--- src/rtl/cobs_uart_rx.sv ---
// 8N1 UART receiver feeding a COBS frame decoder.
// Output is a byte stream with valid/ready and an end-of-frame flag.
module cobs_uart_rx #(
   parameter int unsigned CountWidth = 16
) (
   input  logic                  clk_i,
   input  logic                  reset_ni,
   input  logic [15:0]           prescaler,
   input  logic                  rx_i,
   output logic [7:0]            data_o,
   output logic                  valid_o,
   output logic                  last_o,
   input  logic                  ready_i,
   output logic                  frame_err_o,
   output logic                  overrun_o,
   output logic [CountWidth-1:0] frame_count_o
);

   typedef enum logic [1:0] {
      UIdle,
      UStart,
      UData,
      UStop
   } ustate_e;

   typedef enum logic [1:0] {
      DWait,
      DBlock,
      DResync
   } dstate_e;

   logic sync1_q, sync2_q, prev_q;

   ustate_e     ust_q, ust_d;
   logic [15:0] cnt_q, cnt_d;
   logic [2:0]  bit_q, bit_d;
   logic [7:0]  shift_q, shift_d;
   logic        tick, stop_ok, stop_bad;

   logic        rxb_full_q, rxb_full_d;
   logic [7:0]  rxb_q, rxb_d;

   dstate_e     dst_q, dst_d;
   logic [7:0]  rem_q, rem_d;
   logic        za_q, za_d;
   logic        pend_q, pend_d;
   logic        held_v_q, held_v_d;
   logic [7:0]  held_q, held_d;
   logic        out_v_q, out_v_d;
   logic [7:0]  out_q, out_d;
   logic        out_last_q, out_last_d;
   logic [CountWidth-1:0] fc_q, fc_d;

   logic        need_push, out_free, consume;
   logic        push, push_last, dec_err, overrun;
   logic [7:0]  b;

   // Synchroniser idles high so reset never looks like a start bit.
   always_ff @(posedge clk_i or negedge reset_ni) begin
      if (!reset_ni) begin
         sync1_q <= 1'b1;
         sync2_q <= 1'b1;
         prev_q  <= 1'b1;
      end else begin
         sync1_q <= rx_i;
         sync2_q <= sync1_q;
         prev_q  <= sync2_q;
      end
   end

   assign tick = (cnt_q == 16'd0);

   always_comb begin
      ust_d    = ust_q;
      cnt_d    = cnt_q;
      bit_d    = bit_q;
      shift_d  = shift_q;
      stop_ok  = 1'b0;
      stop_bad = 1'b0;
      unique case (ust_q)
         UIdle: begin
            if (prev_q && !sync2_q) begin
               ust_d = UStart;
               cnt_d = prescaler >> 1;
            end
         end
         UStart: begin
            if (!tick) begin
               cnt_d = cnt_q - 16'd1;
            end else if (sync2_q) begin
               ust_d = UIdle;
            end else begin
               ust_d = UData;
               cnt_d = prescaler;
               bit_d = 3'd0;
            end
         end
         UData: begin
            if (!tick) begin
               cnt_d = cnt_q - 16'd1;
            end else begin
               shift_d = {sync2_q, shift_q[7:1]};
               cnt_d   = prescaler;
               bit_d   = bit_q + 3'd1;
               if (bit_q == 3'd7) ust_d = UStop;
            end
         end
         UStop: begin
            if (!tick) begin
               cnt_d = cnt_q - 16'd1;
            end else begin
               ust_d    = UIdle;
               stop_ok  = sync2_q;
               stop_bad = !sync2_q;
            end
         end
         default: ust_d = UIdle;
      endcase
   end

   assign b        = rxb_q;
   assign out_free = !out_v_q || ready_i;

   always_comb begin
      need_push = 1'b0;
      unique case (dst_q)
         DWait:   need_push = held_v_q && (b == 8'h00 || pend_q);
         DBlock:  need_push = held_v_q && (b != 8'h00);
         default: need_push = 1'b0;
      endcase
   end

   assign consume = rxb_full_q && (!need_push || out_free);
   assign overrun = stop_ok && rxb_full_q && !consume;

   always_comb begin
      dst_d     = dst_q;
      rem_d     = rem_q;
      za_d      = za_q;
      pend_d    = pend_q;
      held_v_d  = held_v_q;
      held_d    = held_q;
      fc_d      = fc_q;
      push      = 1'b0;
      push_last = 1'b0;
      dec_err   = 1'b0;
      if (consume) begin
         unique case (dst_q)
            DWait: begin
               if (b == 8'h00) begin
                  pend_d = 1'b0;
                  if (held_v_q) begin
                     push      = 1'b1;
                     push_last = 1'b1;
                     held_v_d  = 1'b0;
                     fc_d      = fc_q + CountWidth'(1);
                  end
               end else begin
                  if (pend_q) begin
                     push     = held_v_q;
                     held_d   = 8'h00;
                     held_v_d = 1'b1;
                  end
                  rem_d = b - 8'd1;
                  za_d  = (b != 8'hFF);
                  if (b == 8'd1) begin
                     pend_d = 1'b1;
                  end else begin
                     pend_d = 1'b0;
                     dst_d  = DBlock;
                  end
               end
            end
            DBlock: begin
               if (b == 8'h00) begin
                  dec_err  = 1'b1;
                  held_v_d = 1'b0;
                  pend_d   = 1'b0;
                  dst_d    = DWait;
               end else begin
                  push     = held_v_q;
                  held_d   = b;
                  held_v_d = 1'b1;
                  rem_d    = rem_q - 8'd1;
                  if (rem_q == 8'd1) begin
                     dst_d  = DWait;
                     pend_d = za_q;
                  end
               end
            end
            default: begin
               held_v_d = 1'b0;
               pend_d   = 1'b0;
               if (b == 8'h00) dst_d = DWait;
            end
         endcase
      end
      // Line errors win over whatever the decoder did this cycle.
      if (stop_bad || overrun) begin
         dst_d    = DResync;
         held_v_d = 1'b0;
         pend_d   = 1'b0;
      end
   end

   always_comb begin
      rxb_full_d = rxb_full_q && !consume;
      rxb_d      = rxb_q;
      if (stop_ok && !overrun) begin
         rxb_full_d = 1'b1;
         rxb_d      = shift_q;
      end
   end

   always_comb begin
      out_v_d    = out_v_q;
      out_d      = out_q;
      out_last_d = out_last_q;
      if (push) begin
         out_v_d    = 1'b1;
         out_d      = held_q;
         out_last_d = push_last;
      end else if (ready_i) begin
         out_v_d = 1'b0;
      end
   end

   always_ff @(posedge clk_i or negedge reset_ni) begin
      if (!reset_ni) begin
         ust_q      <= UIdle;
         cnt_q      <= '0;
         bit_q      <= '0;
         shift_q    <= '0;
         rxb_full_q <= 1'b0;
         rxb_q      <= '0;
         dst_q      <= DWait;
         rem_q      <= '0;
         za_q       <= 1'b0;
         pend_q     <= 1'b0;
         held_v_q   <= 1'b0;
         held_q     <= '0;
         out_v_q    <= 1'b0;
         out_q      <= '0;
         out_last_q <= 1'b0;
         fc_q       <= '0;
      end else begin
         ust_q      <= ust_d;
         cnt_q      <= cnt_d;
         bit_q      <= bit_d;
         shift_q    <= shift_d;
         rxb_full_q <= rxb_full_d;
         rxb_q      <= rxb_d;
         dst_q      <= dst_d;
         rem_q      <= rem_d;
         za_q       <= za_d;
         pend_q     <= pend_d;
         held_v_q   <= held_v_d;
         held_q     <= held_d;
         out_v_q    <= out_v_d;
         out_q      <= out_d;
         out_last_q <= out_last_d;
         fc_q       <= fc_d;
      end
   end

   assign data_o        = out_q;
   assign valid_o       = out_v_q;
   assign last_o        = out_last_q;
   assign frame_err_o   = stop_bad || dec_err;
   assign overrun_o     = overrun;
   assign frame_count_o = fc_q;

endmodule

--- config.mk ---
export PLATFORM = sky130hd
export DESIGN_NAME = cobs_uart_rx
export DESIGN_NICKNAME = d
export VERILOG_FILES = /design/src/rtl/cobs_uart_rx.sv
export SDC_FILE = /design/constraint.sdc
export NUM_CORES = 1
export LEC_CHECK = 0
export ABC_AREA = 1
export BUFFER_PORTS_ARGS = -buffer_cell sky130_fd_sc_hd__buf_2
export CAP_MARGIN = 10
export CORE_MARGIN = 2
export CORE_UTILIZATION = 49
export DETAILED_ROUTE_END_ITERATION = 6
export PLACE_DENSITY = 0.68
export SETUP_SLACK_MARGIN = 0.2
export SLEW_MARGIN = 30
export SYNTH_ARGS = -nofsm -noshare
export SYNTH_HDL_FRONTEND = slang
export SYNTH_SLANG_ARGS = --single-unit
--- constraint.sdc ---
create_clock -name clk_i -period 1.75 [get_ports clk_i]
set_input_delay 0.175 -clock clk_i [delete_from_list [all_inputs] [get_ports clk_i]]
set_output_delay 0.175 -clock clk_i [all_outputs]
set_load 0.03 [all_outputs]
==> impl_metrics.csv <==
group,metric,value,unit
synthesis,synth_area_leader_cell,"dfrtp_1",
cells_and_area,insertedDiodeCount,0,
worst_setup_path,cp.arrival,2.30,ns
synthesis,yosys_warnings,0,
routing,drt_first_pass_iters,5,
floorplanning,core,0.0102,sq mm
floorplanning,die_w,106,microns
routing,vias,5191,
cells_and_area,drive_gt1_frac,0.410,
routing,drc,0,
place,place_congestion,0.909,
routing,drt-initial-drc-count,258,
clock_network,clockBufferDepth,2,
synthesis,ys_ff_latch,88,
grt,overflow,0,
sta,worst_slew_pin_slew,0.560,ns
sta,fin_skew,0.0123,ns
pwr,p_int,4.81,mW
synthesis,yosysMostFrequentCell,"nand2_1",
floorplanning,chipHeight,106,microns
cells_and_area,nNetsFinal,868,
worst_setup_path,cpMostUsedCell,"buf_6",
synthesis,synthTopCellsByArea,"dfrtp_1 42%, nand2_1 11%, inv_1 6.3%, nor2_1 5.4%, o21ai_0 4.8%",
synthesis,postSynthCellCount,664,
worst_setup_path,path_max_fanout,6,
synthesis,yosysUniqueCellTypes,38,
routing,met2_length,7.14,mm
synthesis,ys_top_cells_by_count,"145 x nand2_1, 86 x inv_1, 85 x dfrtp_1",
clock_network,clk-insertion-delay-late,0.37,ns
status,outcome,"complete, but fails checks",
place,hpwl,9.27,mm
pwr,power_frac_clock,0.218,
pwr,power,7.73,mW
clock_network,cts_root_buf,"clkbuf_8",
cells_and_area,seqCellArea,0.00221,sq mm
pwr,p_comb_frac,0.469,
floorplanning,io-pin-count,48,
pwr,power_density,1030,mW/mm^2
floorplanning,start_util,0.501,
synthesis,syn-num-nets,700,
grt,grt_pass1_vias,5012,
routing,wl_per_cell,14.9,microns
cells_and_area,final_area,0.00749,sq mm
worst_setup_path,worstSetupStartpointType,"flip-flop",
sta,slew_headroom,0.625,
worst_setup_path,crit_type,"reg -> reg",
cells_and_area,instances_no_fill,973,
worst_setup_path,worstSetupEndpointType,"flip-flop",
grt,grt.total_usage,0.256,
sta,rsz0062_at_grt,"true",
pwr,leakagePower,3.62,nW
sta,finalCritPeriodShare,1.17,
routing,wl,14.5,mm
synthesis,syn_area,0.00512,sq mm
grt,grt_max_degree,60,
clock_network,path_clk_slew,0.10,ns
pwr,power_frac_seq,0.313,
clock_network,cts_made_buffers,9,
grt,grt_pass1_wl,23.2,mm
worst_setup_path,slowest_stage,"dfrtp_1",
clock_network,h-tree-depth,3,
synthesis,syn_area_per_cell,7.71,sq um
pwr,p_sw,2.92,mW
routing,ant_nets,0,
worst_setup_path,cp.required,2.00,ns
place,port_buffers,47,
place,dpl.cell_count,916,
sta,fin_crit,2.04,ns
clock_network,cts_tree,"yes",
status,violations,"setup timing",
pwr,swShare,0.378,
sta,fmax,0.489,GHz
routing,route.met3.wl,751,microns
floorplanning,core.rowCount,37,
min_path,worst_hold_path_type,"in -> reg",
cells_and_area,nFillCells,700,
synthesis,synth_edf_count,0,
place,postPlaceCellArea,0.00619,sq mm
routing,wl_met1,6.27,mm
pwr,ir_worst_vdd,0.000705,V
floorplanning,dieArea,0.0113,sq mm
grt,antenna_found_initial,0,
cells_and_area,syn2layout_area_growth,46.2,%
cells_and_area,multi_input_area,0.00317,sq mm
synthesis,yosys_most_used_dff,"dfrtp_1",
synthesis,synth.top_cell.area_share,0.415,
routing,maxUsedRoutingLayer,"met4",
synthesis,ys_async_sr_fraction,1.00,
sta,hold_viol_final,0,
routing,vias_per_cell,5.34,
sta,setup_viol,77,
synthesis,yosysSeqAreaShare,0.431,
flow_run,drv_cap,0,
cells_and_area,final_util,0.732,
worst_setup_path,crit_path_cell_trace,"inv_2, ha_4, inv_2, nor2_1, nand2_1, nor2_2, nand3_2, buf_6, buf_6, a21oi_4, buf_6, buf_6, o21ai_1, o211ai_1, o21ai_1",
sta,fin_ws,-0.293,ns
worst_setup_path,slowest_delay,0.41,ns
sta,slew_violations,0,
clock_network,cts.sinks,88,
-- stage by stage --
stage	TNS, ns	setup slack [ns]	hold WS, ns
2_1_floorplan	0	0.0202	-0.121
3_3_place_gp	-1.24	-0.119	0.0957
3_5_place_dp	-2.61	-0.159	0.0986
4_1_cts	-7.37	-0.282	0.0532
5_1_grt	-18.63	-0.443	0.0629
6_report	-10.13	-0.293	0.0635
-- cell type report --
| cell class | count | area share |
|---|---|---|
| multi-input combinational | 470 | 0.423 |
| sequential | 88 | 0.295 |
| timing repair buffer | 167 | 0.174 |
| inverter | 91 | 0.0486 |
| tap | 136 | 0.0227 |
| clock buffer | 10 | 0.0184 |
| clock inverter | 6 | 0.0130 |
| timing repair inverter | 5 | 0.00535 |
-- what timing repair did --
action | 4_1_cts | 5_1_grt
setup buffers | 18 | 14
pin swaps | 29 | 31
endpoints found under the hold margin | 22 | 0
endpoints found under the setup margin | 86 | 86
gates cloned | 6 | 1
gates resized for setup | 115 | 110
hold buffers | 2 | 0
-- per-layer routing --
metal / track usage / vias to the layer above
li1: - / 2494
met1: 0.342 / 2494
met2: 0.416 / 169
met3: 0.0533 / 34
met4: 0.0827 / 0
met5: 0 / -
-- layout by cell type, fill, tap and decap left out, types with 12 or more instances in the layout --
| cell | netlist | layout |
|---|---|---|
| a21oi_1 | 18 | 13 |
| buf_2 | 2 | 44 |
| buf_4 | 4 | 88 |
| buf_6 | 1 | 28 |
| dfrtp_1 | 85 | 85 |
| ha_1 | 16 | 12 |
| inv_1 | 86 | 76 |
| nand2_1 | 145 | 109 |
| nand2_2 | 4 | 23 |
| nand2_4 | 2 | 17 |
| nand3_1 | 40 | 27 |
| nor2_1 | 73 | 51 |
| nor2_2 | 3 | 16 |
| nor2_4 | 2 | 12 |
| o21ai_0 | 49 | 15 |
| o21ai_1 | 32 | 37 |
| o21ai_2 | 0 | 28 |
| xor2_1 | 20 | 20 |
-- registers in the layout (all words and copies together), names as in the netlist, 2 cells and up, named ones only --
register	flops
rem_q	8
cnt_q	16
frame_count_o	16
bit_q	3
data_o	8
held_q	8
b	8
dst_q	2
shift_q	8
-- kinds of logic (layout without fill, tap and decap cells) --
logic type,count (synthesis),after routing,share of synthesized area
and+or+nand+nor,297,298,0.261
adders and majority gates,16,16,0.0391
AOI/OAI and AO/OA,127,127,0.136
buffers and inverters,107,279,0.0833
DFF,88,88,0.431
xor gates and xnor gates,29,29,0.0496
-- final timing paths --
kind                           from       end  slack (ns)  depth (start not counted)
min in group asynchronous  reset_ni  cnt_q[6]        0.25                          2
max in group asynchronous  reset_ni      b[0]        0.88                          3
max                        cnt_q[1]  cnt_q[1]       -0.29                         15
min reg2reg                 sync1_q   sync2_q        0.36                          0
min                         ready_i   valid_o        0.06                          4
max reg2reg                cnt_q[1]  cnt_q[1]       -0.29                         15
-- worst max-delay path: cells and delay by family, from the launching register on --
family / cells / cell delay (ns)
flip-flops: 1 / 0.41
AO/OA/AOI/OAI: 4 / 0.44
adder cells (fa/ha/maj): 1 / 0.14
buffers and inverters: 6 / 0.62
AND/OR/NAND/NOR: 4 / 0.30
-- power groups by stage --
stage          sequential, mW  clock, mW  combinational [mW]
2_1_floorplan            2.42          0                1.64
3_3_place_gp             2.42          0                2.81
3_5_place_dp             2.43          0                2.85
4_1_cts                  2.41       1.70                3.18
5_1_grt                  2.45       1.79                3.97
6_report                 2.42       1.68                3.62
Power figures use the tool's default switching activity.
